`config.mk`:
```
export PLATFORM = sky130hd
export DESIGN_NAME = booth_mul_seq_ctrl
export DESIGN_NICKNAME = d
export VERILOG_FILES = /design/src/rtl/booth_pkg.sv /design/src/rtl/booth_enc.sv /design/src/rtl/booth_mul_seq_ctrl.sv
export SDC_FILE = /design/constraint.sdc
export NUM_CORES = 1
export LEC_CHECK = 0
export CAP_MARGIN = 20
export CORE_AREA = 2 2 138 140
export DETAILED_ROUTE_END_ITERATION = 16
export DIE_AREA = 0 0 140 142
export PLACE_DENSITY = 0.72
export SLEW_MARGIN = 25
export SYNTH_ARGS = -nofsm -noshare
export SYNTH_HDL_FRONTEND = slang
export SYNTH_HIERARCHICAL = 1
export SYNTH_SLANG_ARGS = --single-unit
```
`constraint.sdc`:
```
create_clock -name clk -period 5 [get_ports clk]
set_input_delay 0.75 -clock clk [delete_from_list [all_inputs] [get_ports clk]]
set_output_delay 0.75 -clock clk [all_outputs]
set_load 0.01 [all_outputs]
```
`src/rtl/booth_pkg.sv`:
```
// Shared types for the sequential radix-4 Booth multiplier:
// the controller state encoding and the Booth digit codes.
package booth_pkg;

  typedef enum logic [1:0] {
    IDLE    = 2'b00,
    RUN     = 2'b01,
    RESOLVE = 2'b10,
    DONE    = 2'b11
  } state_t;

  // Digit code bits are {neg, two, one}, so a code maps directly onto
  // the select lines of the partial-product mux.
  typedef enum logic [2:0] {
    ZERO = 3'b000,
    P1   = 3'b001,
    P2   = 3'b010,
    M1   = 3'b101,
    M2   = 3'b110
  } digit_t;

  // Radix-4 Booth recoding of the window {b[2i+1], b[2i], b[2i-1]}.
  function automatic digit_t booth_digit(input logic [2:0] win);
    digit_t d;
    case (win)
      3'b001, 3'b010: d = P1;
      3'b011:         d = P2;
      3'b100:         d = M2;
      3'b101, 3'b110: d = M1;
      default:        d = ZERO;
    endcase
    return d;
  endfunction

endpackage

```
`src/rtl/booth_enc.sv`:
```
// Booth digit encoder: turns a 3-bit multiplier window into the
// neg/one/two select lines that steer the partial-product mux.
module booth_enc
  import booth_pkg::*;
(
  input  logic [2:0] win,
  output logic       neg,
  output logic       one,
  output logic       two
);

  // Decode the recoded digit into one-hot magnitude plus a sign line.
  always_comb begin
    neg = 1'b0;
    one = 1'b0;
    two = 1'b0;
    case (booth_digit(win))
      P1: one = 1'b1;
      P2: two = 1'b1;
      M1: begin
        neg = 1'b1;
        one = 1'b1;
      end
      M2: begin
        neg = 1'b1;
        two = 1'b1;
      end
      default: ;
    endcase
  end

endmodule

```
`src/rtl/booth_mul_seq_ctrl.sv`:
```
// Sequential radix-4 Booth multiplier. One Booth digit per clock is
// folded into a redundant (sum, carry) accumulator by a single 3:2
// compression row; one carry-propagate add resolves the product.
module booth_mul_seq_ctrl
  import booth_pkg::*;
#(
  parameter int WIDTH = 16
) (
  input  logic               clk,
  input  logic               reset,
  input  logic               in_valid,
  output logic               in_ready,
  input  logic [WIDTH-1:0]   a,
  input  logic [WIDTH-1:0]   b,
  output logic               out_valid,
  input  logic               out_ready,
  output logic [2*WIDTH-1:0] product,
  output logic               busy
);

  localparam int PPW  = WIDTH + 2;
  localparam int NDIG = WIDTH / 2;
  localparam int PW   = 2 * WIDTH;
  localparam int CW   = (NDIG > 1) ? $clog2(NDIG) : 1;

  state_t          state, state_next;
  logic [WIDTH-1:0] a_q, b_q;
  logic [PW-1:0]    sum_q, carry_q;
  logic [CW-1:0]    cnt_q;

  logic [WIDTH:0]   b_pad;
  logic [2:0]       win;
  logic             neg, one, two;
  logic [PPW-1:0]   a_ext, mag, pp;
  logic [PW-1:0]    pp_sh, carry_sh, sum_next, carry_next;
  logic             last_digit;

  // The implicit b[-1]=0 is appended below bit 0, so digit i's window
  // starts at bit 2i of the padded multiplier.
  assign b_pad = {b_q, 1'b0};
  assign win   = 3'(b_pad >> {cnt_q, 1'b0});

  booth_enc u_enc (
    .win (win),
    .neg (neg),
    .one (one),
    .two (two)
  );

  // Two guard bits keep +/-2A exact, including -2 * -2^(WIDTH-1).
  assign a_ext = {{2{a_q[WIDTH-1]}}, a_q};
  assign mag   = two ? {a_ext[PPW-2:0], 1'b0} : (one ? a_ext : '0);
  assign pp    = neg ? -mag : mag;

  // Carry is stored at its own bit weight; it is doubled when consumed.
  assign pp_sh      = {{(PW-PPW){pp[PPW-1]}}, pp} << {cnt_q, 1'b0};
  assign carry_sh   = {carry_q[PW-2:0], 1'b0};
  assign sum_next   = sum_q ^ carry_sh ^ pp_sh;
  assign carry_next = (sum_q & carry_sh) | (sum_q & pp_sh) | (carry_sh & pp_sh);
  assign last_digit = (cnt_q == CW'(NDIG - 1));

  assign in_ready  = (state == IDLE);
  assign out_valid = (state == DONE);
  assign busy      = (state == RUN) || (state == RESOLVE);

  // Controller state register.
  always_ff @(posedge clk or posedge reset) begin
    if (reset) state <= IDLE;
    else       state <= state_next;
  end

  // Next-state logic: accept, run NDIG digits, resolve once, then hold.
  always_comb begin
    state_next = state;
    case (state)
      IDLE:    if (in_valid) state_next = RUN;
      RUN:     if (last_digit) state_next = RESOLVE;
      RESOLVE: state_next = DONE;
      DONE:    if (out_ready) state_next = IDLE;
      default: state_next = IDLE;
    endcase
  end

  // Datapath: operand capture, digit accumulation and the final add.
  always_ff @(posedge clk or posedge reset) begin
    if (reset) begin
      a_q     <= '0;
      b_q     <= '0;
      sum_q   <= '0;
      carry_q <= '0;
      cnt_q   <= '0;
      product <= '0;
    end else begin
      case (state)
        IDLE: begin
          if (in_valid) begin
            a_q     <= a;
            b_q     <= b;
            sum_q   <= '0;
            carry_q <= '0;
            cnt_q   <= '0;
          end
        end
        RUN: begin
          sum_q   <= sum_next;
          carry_q <= carry_next;
          cnt_q   <= cnt_q + CW'(1);
        end
        RESOLVE: product <= sum_q + carry_sh;
        default: ;
      endcase
    end
  end

endmodule

```
Word level (Yosys, flattened, before mapping)
Index checks and enable logic that the tools add are counted.
{"block": "totals", "mem_count": 0, "ram_bits": 0, "out_inout_bits": 35, "elab_cells": 63, "mem_bits_ro": 0, "reg_bits": 132, "latchBits": 0}
{"block": "classes", "n_mux": 16, "n_shift": 2, "n_reduce_logical": 11, "n_lt_le_gt_ge": 0, "div_mod_pow": 0, "n_eq_ne": 17, "mul": 0, "bitwise_logic": 7, "n_addsub": 3}
{"operator": "$and A31 B31 Y31", "n": 3}
{"operator": "$pmux W32 S2", "n": 1}
{"operator": "$xor A32 B32 Y32", "n": 2}
{"operator": "$or A31 B31 Y31", "n": 2}
{"operator": "$pmux W31 S2", "n": 1}
{"operator": "$mux W18", "n": 3}
{"operator": "$add A32 B32 Y32", "n": 1}
{"operator": "$mux W32", "n": 1}
{"operator": "$shl A32 B4 Y32", "n": 1}
{"operator": "$eq A3 B3 Y1 const B", "n": 6}
{"operator": "$neg A18 Y18", "n": 1}
{"operator": "$shr A17 B4 Y3", "n": 1}
{"operator": "$pmux W3 S4", "n": 1}
{"operator": "$reduce_or A2 Y1", "n": 5}
{"operator": "$eq A3 B2 Y1 const B", "n": 3}
{"operator": "$pmux W2 S4", "n": 1}
{"operator": "$eq A3 B1 Y1 const B", "n": 2}
{"operator": "$mux W2", "n": 3}
{"operator": "$pmux W3 S2", "n": 1}
{"operator": "$eq A2 B2 Y1 const B", "n": 2}
{"operator": "$ne A2 B2 Y1 const B", "n": 2}
{"operator": "$reduce_and A2 Y1", "n": 2}
{"operator": "$add A3 B1 Y3 const B", "n": 1}
{"operator": "$mux W1", "n": 3}
{"operator": "other kinds (7)", "n": 7}

Depth between registers and ports, before layout
Gate-level depths: netlist (run 1).
{"block": "logic_depth", "depth_word": 16, "ltp_mapped": 23, "depth_no_buf": 19}

By module
The synthesis (run 1) kept the hierarchy.
{"module": "booth_mul_seq_ctrl", "cells_per_inst": 965, "n_inst": 1, "area_per_inst_um2": 8998.6}
{"module": "booth_enc", "cells_per_inst": 5, "n_inst": 1, "area_per_inst_um2": 31.3}

Worst setup path after synthesis (run 1)
OpenSTA, ideal clock, no wires.
{"block": "synth_path", "path_kind": "register to register", "start": "register cnt_q[0]", "end": "register sum_q[18]", "stages_incl_launch_ff": 22, "arrival_time_ps": 5205, "period_less_slack_ps": 5335, "path_slack_ps": -335, "setup_time_ps": 130, "cell_sequence": "dfrtp_1 -> buf_1 -> mux4_2 -> nand2_1 -> nand2_1 -> nand2_1 -> o22ai_1 -> buf_4 -> buf_2 -> clkbuf_1 -> clkbuf_1 -> a22oi_1 -> ha_1 -> inv_1 -> a221o_1 -> or4b_4 -> o41ai_1 -> xor2_1 -> mux2i_1 -> a221o_1 -> fa_1 -> o21ai_0"}
{"block": "synth_between", "word_cells_on_any_way": 27, "cone_classes": "add/sub: 1; eq/ne: 10; shift: 2; mux: 8; bitwise: 1; reduce/logical: 5"}
{"item": "from (decl)", "line": "booth_mul_seq_ctrl.sv:29", "text": "logic [CW-1:0] cnt_q;"}
{"item": "from (signal assigned)", "line": "booth_mul_seq_ctrl.sv:107", "text": "cnt_q <= cnt_q + CW'(1);"}
{"item": "$shr A17 B4 Y3 *", "line": "booth_mul_seq_ctrl.sv:41", "text": "assign win = 3'(b_pad >> {cnt_q, 1'b0});"}
{"item": "net win[1]", "line": "booth_mul_seq_ctrl.sv:32", "text": "logic [2:0] win;"}
{"item": "$eq A3 B3 Y1, or another cell as far along", "line": "booth_pkg.sv:25", "text": "case (win)"}
{"item": "$reduce_or A2 Y1", "line": "booth_pkg.sv:25"}
{"item": "$pmux W3 S4 *", "line": "booth_pkg.sv:25"}
{"item": "$eq A3 B2 Y1 or $eq A3 B3 Y1 (tied branches)", "line": "booth_enc.sv:17", "text": "case (booth_digit(win))"}
{"item": "$reduce_or A2 Y1 (no source line) *"}
{"item": "$mux W1 *", "line": "booth_enc.sv:17"}
{"item": "net two", "line": "booth_mul_seq_ctrl.sv:33", "text": "logic neg, one, two;"}
{"item": "$mux W18 *", "line": "booth_mul_seq_ctrl.sv:52", "text": "assign mag = two ? {a_ext[PPW-2:0], 1'b0} : (one ? a_ext : '0);"}
{"item": "$neg A18 Y18", "line": "booth_mul_seq_ctrl.sv:53", "text": "assign pp = neg ? -mag : mag;"}
{"item": "$mux W18 *", "line": "booth_mul_seq_ctrl.sv:53"}
{"item": "$shl A32 B4 Y32 *", "line": "booth_mul_seq_ctrl.sv:56", "text": "assign pp_sh = {{(PW-PPW){pp[PPW-1]}}, pp} << {cnt_q, 1'b0};"}
{"item": "$xor A32 B32 Y32 *", "line": "booth_mul_seq_ctrl.sv:58", "text": "assign sum_next = sum_q ^ carry_sh ^ pp_sh;"}
{"item": "$pmux W32 S2 *", "line": "booth_mul_seq_ctrl.sv:94", "text": "case (state)"}
{"item": "to (signal assigned)", "line": "booth_mul_seq_ctrl.sv:105", "text": "sum_q <= sum_next;"}
{"item": "to (decl)", "line": "booth_mul_seq_ctrl.sv:28", "text": "logic [PW-1:0] sum_q, carry_q;"}
Mark *: on every way through the listed nets, which the timed path passes. The rest lies on a longest branch.
A chain may end at the register's enable or synchronous reset.

Worst setup path after layout (run 1)
{"block": "layout_path", "start": "register cnt_q[2]", "end": "register sum_q[14]"}
The elaborated chain is that of the path after synthesis.

==> results of run 1 <==
-- flip-flops by register name, summed over array words and instances, names as in the netlist --
register and cells:
state 2, a_q 16, b_q 16, sum_q 32, carry_q 31, cnt_q 3
product 32
-- worst min-delay path by stage --
| stage | from | end | slack (ns) | depth (start not counted) |
|---|---|---|---|---|
| 2_1_floorplan | b_q[11] | b_q[11] | 0.47 | 1 |
| 3_3_place_gp | product[7] | product[7] | 0.47 | 2 |
| 3_5_place_dp | product[19] | product[19] | 0.48 | 2 |
| 4_1_cts | product[19] | product[19] | 0.50 | 2 |
| 5_1_grt | product[19] | product[19] | 0.50 | 2 |
| 6_report | product[4] | product[4] | 0.49 | 1 |
-- worst max-delay path: cells and delay by family, from the launching register on --
kind,cells,cell delay [ns]
muxes,4,0.96
and+or+nand+nor,2,0.71
xor gates and xnor gates,1,0.24
AOI/OAI and AO/OA,7,1.38
adders and majority gates,2,0.68
DFF,1,0.42
buffers and inverters,2,0.24
-- metal layers --
metal / up-vias / global-route usage [%] / wire, µm
met5: - / 0 / 0
met3: 25 / 3.43 / 636
met4: 0 / 6.54 / 305
met2: 152 / 33.1 / 9260
met1: 3480 / 31.0 / 10100
li1: 3560 / - / -
-- cells in the final DEF (no fill, tap or decap), types with 11 or more instances in the layout --
master and instances:
dfrtp_1 130, nand2_1 123, o21ai_0 117, inv_1 80
clkdlybuf4s50_1 70, mux2_2 55, a21oi_1 48, ha_1 38
fa_1 31, nor2_1 29, xnor2_1 21, mux2i_1 20
nand3_1 19, clkbuf_16 17, buf_4 16, a21o_1 14
a211oi_1 13, a22o_1 13, a22oi_1 12, xor2_1 11
-- final cells by class --
cell class              instances  area, µm²
fillers                      1607       7800
repair buffers                 88        852
flip-flops and latches        132       3310
clock inverters                12        154
clock buffers                  20        457
inverters                      81        307
multi-input cells             707       5290
well taps                     234        293
-- kinds of logic after synthesis --
| logic type | after synthesis |
|---|---|
| buf+inv | 131 |
| xor+xnor | 32 |
| mux | 80 |
| simple gates | 231 |
| fa+ha+maj | 69 |
| compound gates | 295 |
| flops | 132 |
-- metrics by stage --
stage | utilization [%] | area [µm²] | setup WS [ns] | hold slack, ns | instances
final | 57.8 | 10700 | 0.205 | 0.491 | 1274
after CTS | 57.5 | 10600 | 0.248 | 0.495 | 1274
after global routing | 57.8 | 10700 | 0.0120 | 0.503 | 1274
after detailed placement | 54.2 | 10000 | 0.262 | 0.480 | 1242
after floorplan | - | 9060 | 0.00495 | 0.474 | 970
after global placement | 54.2 | 10000 | 0.336 | 0.472 | 1242
==> results.md, run 1 <==
* Outcome: finished, violations left
* Failing checks: design-rule violations
* Adder-Cell Fraction of Synth Area at 12.1%
* Number of global-route vias before repair at 6936
* Max Cap Viol at 0
* Total Wirelength at 20.3 mm
* Crit-path slowest cell: or4b_4
* Post-Synth Simple-Gate Area at 11.7%
* Post-synthesis mux area share at 10.0%
* Synth area leader: dfrtp_1
* Routability cong. at 0.894
* Setup tns final at 0 ns
* Clock root cell: clkbuf_16
* Synth Area in Compound Gates at roughly a fifth
* Number of CTS-inserted buffers at 17
* First-pass detailed-route iteration total at 11
* Yosys reg bits at 132
* Final Max Slew Viols at 0
* Predominant post-synthesis flop cell: dfrtp_1
* Syn Area/Cell at 9.31 µm²
* # rows at 50
* PostCTS Resize Cnt at 0
* Worst endpoint required time at 5.27 ns
* Initial antenna violation count at 0
* CP peak stage delay at 0.58 ns
* Final setup violation count at 0
* Clock skew at 0.00985 ns
* Crit path cell chain: mux2_2 -> o21ai_0 -> o21ai_2 -> nand2b_1 -> o22ai_4 -> buf_12 -> a22oi_2 -> ha_1 -> inv_1 -> a221o_1 -> or4b_4 -> o41ai_4 -> xor2_1 -> mux2i_1 -> mux2i_1 -> mux2i_1 -> fa_1 -> o21ai_0
* Nets at 1132
* R2R Path End: sum_q[14]
* Syn-to-layout area delta at 18.0%
* Setup Buffers After CTS at 0
* FF-to-FF path depth at 18
* Crit-path max FO at 36
* Num Clock Sinks at 132
* Slew margin rel. at 35.4%
* Worst Max-Slew Pin Slew at 0.966 ns
* Via count at 7217
* Period utilisation layout at 95.9%
* Starting density of the core at 48.9%
* Post-synth EDFFs at 0
* Clock-pin slew on the worst setup and hold paths at 0.06 ns
* Worst r2r src: cnt_q[2]
* Max Buffers Root-to-Sink at 2
* Worst setup path end: sum_q[14]
* Tot GR Track Use at roughly a fifth
* Synth unique cells at 68
* Hpwl dp at 14.8 mm
* FFs w/ async S/R, synth at 100%
* Arrival @ worst endpoint at 5.06 ns
* Die footprint at 19900 µm²
* First-pass GRT wire length at 34.5 mm
* Ys Warns at 6
* Critical path endpoint category: flip-flop
* Io pins at 71
* Synth Net Count at 1075
* Via/cell ratio at 5.66
* Core Box Area at around 18000 µm²
* Post-CTS Hold Buffers at 0
* Most numerous cell in the Yosys netlist: dfrtp_1
* Worst Setup SP: cnt_q[2]
* Synth Area in XOR/XNOR at under 10%
* RSZ-0062 raised after global routing: false
* CTS tree: yes
* Setup CP Type: reg2reg
* IO buf count at 70
* Hold Vio Cnt, Final at 0
* Main combinational cell family by area after synthesis: compound AO/OA/AOI/OAI gates
* Share of layout cells above drive strength 1 at 12.6%
* Wire per inst at 15.9 µm
* Most frequent cells after synthesis: dfrtp_1, nand2_1, o21ai_0
* Worst path most repeated cell: mux2i_1
* Total gr overflow at 0
* Htree depth at 4
* DRC at 5
* Post-Syn Instances at 970
* Worst skew pair latency at between 0.4 and 0.5 ns
* Post-Syn Area at 9030 µm²
* Die Ht at 142 µm
* DR iter-0 viols at just over 500
* Yosys top cell area share at 36.6%
* Worst Setup Start Kind: flip-flop
* F_max at about 0.21 GHz
* Die width at 140 µm
* Synth area leaders: dfrtp_1, fa_1, mux2_2
* Largest net degree at the start of global routing at 61
* Hold WC Path Type: reg2reg
* Diodes inserted at 0
* Post-route ant nets at 0
* Tmin final at 4.79 ns
* Flop2flop setup slack at between 0.2 and 0.25 ns
* Sequential area share after synthesis at 36.6%
Power of run 1 is left out: the tool's default activity adds up to more than one toggle a clock period on the data nets, which glitch-free logic cannot reach.
==> inputs of run 2 (changes only) <==
REMOVE_ABC_BUFFERS = 1   (was unset)
==> results.md, run 2 (same netlist as run 1, synthesis figures left out) <==
* Hold Vio Cnt, Final at 0 (unchanged)
* Hold Path End: product[28]
* Diodes inserted at 0 (unchanged)
* Min-Delay Startpoint: product[28]
* Number of CTS-inserted buffers at 17 (unchanged)
* Largest regs: product: 32 flops, sum_q: 32 flops, carry_q: 31 flops
* Metal2 WL at 9.42 mm (+1.8%)
* Hpwl dp at 14.9 mm (+0.98%)
* Nets at 1136 (+0.35%)
* Tmin final at 4.77 ns (-0.0253 ns)
* Met3 routed WL at 691 µm (+8.6%)
* Slew margin rel. at 45.4% (+10 points)
* Total Wirelength at 20.6 mm (+1.6%)
* Number of global-route vias before repair at 6919 (-0.25%)
* Period utilisation layout at 95.4% (-0.51 points)
* Utilization after layout at 57.8% (+0.075 points)
* Crit-path slowest cell: or4b_4
* Flop2flop setup slack at 0.23 ns (+0.03 ns)
* Worst Setup Start Kind: flip-flop
* Arrival @ worst endpoint at 5.12 ns (+0.06 ns)
* Initial antenna violation count at 0 (unchanged)
* Die footprint at 19900 µm² (unchanged)
* Post-CTS Hold Buffers at 0 (unchanged)
* Post-route ant nets at 0 (unchanged)
* Layout Cells excl Fill at 1278 (+0.31%)
* Final setup violation count at 0 (unchanged)
* First-pass detailed-route iteration total at 13 (+2)
* Share of layout cells above drive strength 1 at 12.8% (+0.24 points)
* Tot GR Track Use at 21.6% (+0.30 points)
* DRC at 3 (-2)
* Num Clock Sinks at 132 (unchanged)
* First-pass GRT wire length at 34.8 mm (+0.74%)
* Via/cell ratio at 5.67 (about the same)
* Cell total after placement at 1245 (+0.24%)
* Highest metal used: met4
* Die Ht at 142 µm (unchanged)
* Worst r2r src: cnt_q[1]
* DR iter-0 viols at 458 (-11%)
* Io pins at 71 (unchanged)
* Wire per inst at 16.1 µm (+1.2%)
* Core Box Area at 18500 µm² (unchanged)
* Starting density of the core at 48.9% (unchanged)
* Commonest non-fill, non-tap cell in the layout: dfrtp_1
* F_max at 0.210 GHz (+0.53%)
* Outcome: finished, violations left
* Buf+Inv Stages, Crit Path at 3 (+1)
* Crit path cell chain: buf_4 -> nor2_2 -> a22oi_1 -> o21ai_1 -> buf_4 -> nand2_1 -> o22ai_4 -> nor2b_4 -> a22oi_2 -> ha_1 -> inv_1 -> a221o_1 -> or4b_4 -> o21ai_0 -> xnor2_1 -> o21ai_0 -> o21a_1 -> mux2i_1 -> fa_1 -> o21ai_0
* Largest net degree at the start of global routing at 67 (+9.8%)
* Hold Crit Depth at 2 (+1)
* Syn-to-layout area delta at 18.2%
* Largest delay share family, worst path: compound AO/OA/AOI/OAI gates
* Die width at 140 µm (unchanged)
* Via count at 7245 (+0.39%)
* Worst endpoint required time at 5.35 ns (+0.08 ns)
* Clock skew at 0.00804 ns (-0.00181 ns)
* Critical path endpoint category: flip-flop
* Clock root cell: clkbuf_16
* M1 wire length at 9.98 mm (-0.81%)
* R2R Path End: sum_q[12]
* Failing checks: design-rule violations
* Max Buffers Root-to-Sink at 2 (unchanged)
* CTS tree: yes
* IO buf count at 70 (unchanged)
* Routability cong. at 0.927 (+3.7%)
* Final Max Slew Viols at 0 (unchanged)
* Hold WC Path Type: reg2reg
* FF-to-FF path depth at 20 (+2)
* # rows at 50 (unchanged)
* Worst Max-Slew Pin Slew at 0.819 ns (-0.147 ns)
* Worst skew pair latency at 0.43 ns (about the same)
* Most frequent cells in the layout: dfrtp_1, nand2_1, o21ai_0, inv_1, clkdlybuf4s50_1
* Worst path most repeated cell: o21ai_0
* Crit-path max FO at 7 (-81%)
* Setup CP Type: reg2reg
* CP peak stage delay at 0.58 ns (about the same)
* Htree depth at 4 (unchanged)
* Clock-pin slew on the worst setup and hold paths at 0.06 ns (about the same)
* Total gr overflow at 0 (unchanged)
* Max Cap Viol at 0 (unchanged)
## run 2: per-stage QoR
stage	hold slack [ns]	area, µm²	setup TNS (ns)	worst slack (ns)
6_report	0.481	10700	0	0.231
3_5_place_dp	0.473	10000	0	0.0865
5_1_grt	0.503	10700	-0.0438	-0.0249
3_3_place_gp	0.475	10000	0	0.219
4_1_cts	0.487	10600	0	0.0153
2_1_floorplan	0.474	8830	-79.22	-1.98
## run 2: worst max path at each step
stage	start	depth (start not counted)	to	slack, ns
after floorplan	cnt_q[1]	17	sum_q[18]	-1.98
after global placement	cnt_q[2]	18	sum_q[14]	0.22
after detailed placement	cnt_q[2]	20	sum_q[14]	0.09
after CTS	cnt_q[2]	20	sum_q[22]	0.02
after global routing	cnt_q[1]	20	sum_q[22]	-0.02
final	cnt_q[1]	20	sum_q[12]	0.23
## run 2: what timing repair did
| item | CTS | global route |
|---|---|---|
| setup buffers | 0 | 1 |
| resized for setup | 0 | 14 |
| setup endpoints to repair | 0 | 31 |
## run 2: tightest hold or removal path, cell delays in order (launching register included)
cell and delay [ns]:
dfrtp_1 0.34, nand2_1 0.05, o31ai_1 0.05
## run 2: final cells by class
type	count	area (µm²)
Tap cell	234	293
Fill cell	1620	7780
Inverter	81	307
Clock inverter	11	124
Sequential cell	132	3310
Clock buffer	21	480
Multi-Input combinational cell	707	5290
Timing Repair Buffer	92	873
## run 2: per-layer routing
layer  track usage (%)  vias up
met4              8.13        0
met5                 0        -
li1                  -     3569
met3              3.43       27
met2              33.3      171
met1              31.1     3478
Power of run 2 is left out for the same reason.
